File: src/rtl/stream_acc.sv
// Windowed stochastic accumulator: sums the 1s from NBIT product lanes over
// 2^IWID enabled samples and holds the total until the consumer acknowledges.
module stream_acc #(
    parameter int IWID = 8,
    parameter int NBIT = 4,
    localparam int OWID = IWID + $clog2(NBIT + 1)
) (
    input  logic            clk,
    input  logic            rst_n,
    input  logic            iStart,
    input  logic            iEn,
    input  logic [NBIT-1:0] iBits,
    input  logic            iAck,
    output logic            oBusy,
    output logic            oValid,
    output logic [OWID-1:0] oSum
);

    typedef enum logic [1:0] {
        IDLE = 2'd0,
        RUN  = 2'd1,
        DONE = 2'd2
    } state_t;

    state_t          state, nextState;
    logic [OWID-1:0] acc, accNext;
    logic [IWID-1:0] cnt, cntNext;
    logic [OWID-1:0] popCount;

    always_comb begin
        popCount = '0;
        for (int i = 0; i < NBIT; i++) begin
            popCount = popCount + OWID'(iBits[i]);
        end
    end

    // NOTE: every output of this block gets a default first, so no path
    // leaves a variable unassigned and no latch is inferred.
    always_comb begin
        nextState = state;
        accNext   = acc;
        cntNext   = cnt;
        unique case (state)
            IDLE: begin
                if (iStart) begin
                    nextState = RUN;
                    accNext   = '0;
                    cntNext   = '0;
                end
            end
            RUN: begin
                if (iEn) begin
                    accNext = acc + popCount;
                    cntNext = cnt + IWID'(1);
                    // The all-ones count marks the last sample of the window.
                    if (&cnt) begin
                        nextState = DONE;
                    end
                end
            end
            DONE: begin
                if (iAck) begin
                    if (iStart) begin
                        nextState = RUN;
                        accNext   = '0;
                        cntNext   = '0;
                    end else begin
                        nextState = IDLE;
                    end
                end
            end
            default: begin
                nextState = IDLE;
            end
        endcase
    end

    // NOTE: state registers use non-blocking assignments so every flop
    // samples the pre-edge values of its neighbours.
    always_ff @(posedge clk or negedge rst_n) begin
        if (!rst_n) begin
            state <= IDLE;
            acc   <= '0;
            cnt   <= '0;
        end else begin
            state <= nextState;
            acc   <= accNext;
            cnt   <= cntNext;
        end
    end

    assign oBusy  = (state == RUN);
    assign oValid = (state == DONE);
    assign oSum   = acc;

endmodule

File: config.mk
export PLATFORM = sky130hd
export DESIGN_NAME = stream_acc
export DESIGN_NICKNAME = d
export VERILOG_FILES = /design/src/rtl/stream_acc.sv
export SDC_FILE = /design/constraint.sdc
export NUM_CORES = 1
export LEC_CHECK = 0
export BUFFER_PORTS_ARGS = -buffer_cell sky130_fd_sc_hd__buf_2
export CORE_MARGIN = 2
export CORE_UTILIZATION = 30
export CTS_CLUSTER_DIAMETER = 50
export DETAILED_ROUTE_END_ITERATION = 8
export HOLD_SLACK_MARGIN = 0.12
export PLACE_DENSITY_LB_ADDON = 0.12
export SETUP_SLACK_MARGIN = 0.5
export SYNTH_ARGS = -nofsm -noshare
export SYNTH_HDL_FRONTEND = slang
export SYNTH_SLANG_ARGS = --single-unit
File: constraint.sdc
create_clock -name clk -period 4 [get_ports clk]
set_input_delay 0.4 -clock clk [delete_from_list [all_inputs] [get_ports clk]]
set_output_delay 0.4 -clock clk [all_outputs]
set_load 0.01 [all_outputs]
Word level (Yosys, flattened, before mapping):

Index checks and enable logic that the tools add are counted.

* output and inout bits: 13
* input port bits: 9
* logic and storage cells: 33
* register bits: 21
* bits in writable memories: 0
* bits in latches: 0
* memory bits (read-only): 0
* memories: 0

* shifts and indexed selects: 0
* order comparisons: 0
* reduce and logical (&&, ||, !) cells: 5
* div/mod/pow operators: 0
* $mul: 0
* muxes and demuxes: 14
* bitwise gates (word level): 0
* equal/unequal tests: 6
* add/subtract/negate cells: 5

Operators by type and width (number)
* $mux W11: 3
* $pmux W11 S3: 1
* $mux W8: 3
* $pmux W8 S3: 1
* $add A11 B4 Y11: 1
* $add A8 B1 Y8 const B: 1
* $mux W2: 4
* $reduce_and A8 Y1: 1
* $ne A2 B2 Y1 const B: 3
* $pmux W2 S3: 1
* $add A3 B1 Y4: 1
* $reduce_and A4 Y1: 1
* $add A2 B1 Y3: 1
* $reduce_and A3 Y1: 1
* $reduce_bool A3 Y1: 1
* $add A1 B1 Y2: 1
* $eq A2 B1 Y1 const B: 1
* $eq A2 B2 Y1 const B: 1
* $logic_not A2 Y1: 1
* $ne A2 B1 Y1 const B: 1
* $mux W1: 1

Longest topological paths before layout:

* depth in word-level cells: 6
* gate-level depth with buffers: 8

Worst setup path after synthesis:

Ideal clock, no wire load.

* path kind: input-to-reg
* from: input iBits[0]
* to: register acc[6] (netlist: oSum[6])
* stages: 8
* path slack: 1.658 ns
* required time: 3.922 ns
* data arrival time: 2.264 ns
* path through: fa_1 inv_1 fa_1 inv_1 fa_1 nand3_1 or4_1 a21oi_1

* cells in the longest elaborated chain, start to end: 6

Ends and longest elaborated chain
* from (decl): RTL line 12 `input logic [NBIT-1:0] iBits,`
* $add A1 B1 Y2: RTL line 33 `popCount = popCount + OWID'(iBits[i]);`
* $add A2 B1 Y3: RTL line 33
* $add A3 B1 Y4: RTL line 33
* $add A11 B4 Y11: RTL line 53 `accNext = acc + popCount;`
* $mux W11: RTL line 52 `if (iEn) begin`
* $pmux W11 S3: RTL line 43 `unique case (state)`
* to (signal assigned): RTL line 87 `acc <= accNext;`
* to (decl): RTL line 26 `logic [OWID-1:0] acc, accNext;`

No other way between the ends. The select of a mux whose other input is x is not followed.
A chain may end at the register's enable or synchronous reset.

Worst setup path in the final report:

* from: input iBits[0]
* to: register acc[8] (netlist: oSum[8])

Same word-level chain as after synthesis.

==> reports/metrics.csv <==
metric;value;unit
PortBufs;21;
first-pass GRT wire length;4470;microns
Cell Pwr Density;514;nW/um^2
Seq/Total Area, Yosys;45.2;%
Synth Cell Area;1160;sq um
Logic pwr share;31.2;%
Cells after Synth;117;
NumNets Final;154;
Leakage;0.588;nW
Cell variety after synth;33;
Ports;22;
CTS buffer count;3;
clock skew;0.00818;ns
WL final;2610;microns
sw frac;37.3;%
Slew Viols, Final;0;
worst-path fanout max;4;
FILL cells;396;
Critical Path RT;4.19;ns
CTS H-tree depth;1;
Clock transition at path regs;0.08;ns
MaxCap Viol Count;0;
area delta synth->final;17.4;%
maximum clock path buffer count;2;
worst min path class;reg -> reg;
Clk Latency, worst-skew pair;0.27;ns
GRT Util Overall;13.5;%
largest net degree at the start of global routing;22;
DIE WIDTH;66.2;microns
via count;961;
Die Area;4390;sq um
placed insts;182;
DR pass1 iterations;4;
CP Launch Type;input port;
DR vias/cell;5.14;
CP startpoint;iBits[0];
# setup viols final;0;
critical path class;in -> reg;
Hold Startpoint;cnt[7]$_DFFE_PN0P_;
Avg Inst Size Synth;9.93;sq um
Die H;66.2;microns
Max Fclk;428;MHz
Rel. slew slack;42.5;%
initial antenna violation count;0;
Internal;0.440;mW
wire per inst;13.9;microns
final hold vios;0;
peak supply drop;225;uV
initial detailed-routing violation count;24;
CTS Sinks;21;
GRT Residual Overflow;0;
fraction of layout cells with a size suffix above 1;17.3;%
Design Area, Final;1370;sq um
Min Hold Slack;0.478;ns
Slew @ Worst Pin;0.860;ns
Final min period;2.34;ns
placed cell area;1310;sq um
CTS tree;done;
Final Cycle Share;58.5;%
RSZ-0062 raised after global routing;false;
grt met3 use;4.09;%
clock root buffer;clkbuf_8;
Worst R2R Start;oSum[0]$_DFFE_PN0P_;
Core ar.;3690;sq um
hpwl dp;1910;microns
NetSw;0.262;mW
cts repair resizes;0;
power share of the sequential group;48.2;%
vias in the first global route;953;
GR Util met1;15.5;%
status;finished clean;
fin cells;187;
met2 GRT Util;24.4;%
Seq cells post-synth;21;
Rows;22;
setup TNS;0;ns
crit path capture type;flop;
GRT busiest layer;met2;
Routed Antenna Nets;0;
synth warn;0;
clock power share;20.6;%
net count after synthesis;131;
GP Congestion;0.839;
Ant. Diodes;0;
Initial Util;31.5;%
DRC errors left;0;
crit path DAT;2.53;ns
logic make-up (layout without fill, tap and decap cells):
family                     Yosys count  count (layout)  synth area share [%]
buffers and inverters               15              37                  5.06
muxes                                7               7                  6.03
DFF                                 21              21                  45.2
AOI/OAI and AO/OA                   33              33                  18.0
and+or+nand+nor                     34              34                  16.9
xor gates and xnor gates             2               2                  1.51
adders and majority gates            5               5                  7.32
power groups by stage:
stage	logic, mW	clock network, mW	registers, mW
after floorplan	0.133	0	0.345
after global placement	0.223	0	0.341
after detailed placement	0.223	0	0.343
after CTS	0.226	0.149	0.339
after global routing	0.254	0.158	0.349
final	0.219	0.144	0.338
layer usage:
layer,vias to the layer above,share of wire [%]
met5,-,0
met1,474,45
met2,13,51
li1,472,-
met4,0,0.69
met3,2,3.2
flip-flops by register name, indices dropped and copies added (netlist names):
register and flops:
cnt 8, oSum 11, state 2
cell usage in the layout, fill, tap and decap left out, drive strengths merged, types with 3 or more instances in the layout:
cell	synthesis	layout
dfrtp	21	21
buf	2	21
inv	11	11
o21ai	11	11
a21oi	7	7
mux2i	7	7
nand3	6	6
nand2	5	5
o31ai	4	4
or4	4	4
clkbuf	2	4
nor2	3	3
or3	3	3
fa	3	3
timing repair:
action                    4_1_cts  5_1_grt
buffers inserted                0        0
hold buffers                    1        0
hold endpoints to repair       11        0
area by class of cell:
type,count,area (sq um),area share (%)
timing repair buffer,22,115,8.43
multi-input combinational,81,578,42.3
inverter,11,41.3,3.02
sequential,21,526,38.5
tap,48,60.1,4.40
clock buffer,4,45.0,3.30
cell usage after synthesis, drive strengths merged:
cell type   n  share of area, %
a2111oi     2               1.5
a211oi      2               1.3
a21oi       7               3.0
a22o        1              0.75
and2        1              0.54
and2b       1              0.65
buf         2              0.86
clkbuf      2              0.65
dfrtp      21                45
fa          3               5.2
ha          2               2.2
inv        11               3.6
mux2i       7               6.0
nand2       5               1.6
nand2b      2               1.1
nand3       6               2.6
nand3b      1              0.65
nand4       1              0.54
nand4b      2               1.5
nor2        3              0.97
nor2b       2               1.1
nor3        1              0.43
nor4        2               1.1
o21ai      11               4.7
o21bai      2               1.3
o22ai       1              0.54
o2bb2ai     2               1.5
o31ai       4               2.6
o32ai       1              0.75
or3         3               1.6
or4         4               2.6
xnor2       1              0.75
xor2        1              0.75
per-stage QoR:
step,util [%],power [mW],worst slack [ns]
6_report,37.0,0.702,1.66
2_1_floorplan,-,0.478,1.66
5_1_grt,37.0,0.761,1.53
3_3_place_gp,35.5,0.565,1.40
4_1_cts,37.0,0.714,1.65
3_5_place_dp,35.5,0.566,1.36
worst max-delay path, stage by stage:
cell	delay (ns)
buf_2	0.11
fa_1	0.52
inv_1	0.05
fa_1	0.37
inv_1	0.08
fa_1	0.19
nand4b_1	0.21
or4_1	0.45
a21oi_1	0.15
final timing paths:
check	end	cells past startpoint	slack, ns
max	oSum[8]$_DFFE_PN0P_	9	1.66
max reg2reg	oSum[8]$_DFFE_PN0P_	7	2.02
min in group asynchronous	oSum[0]$_DFFE_PN0P_	2	0.63
min reg2reg	cnt[7]$_DFFE_PN0P_	1	0.48
max in group asynchronous	state[1]$_DFFE_PN0P_	2	3.03
min	cnt[7]$_DFFE_PN0P_	1	0.48
Note: power is estimated with default switching activity, not from simulation.
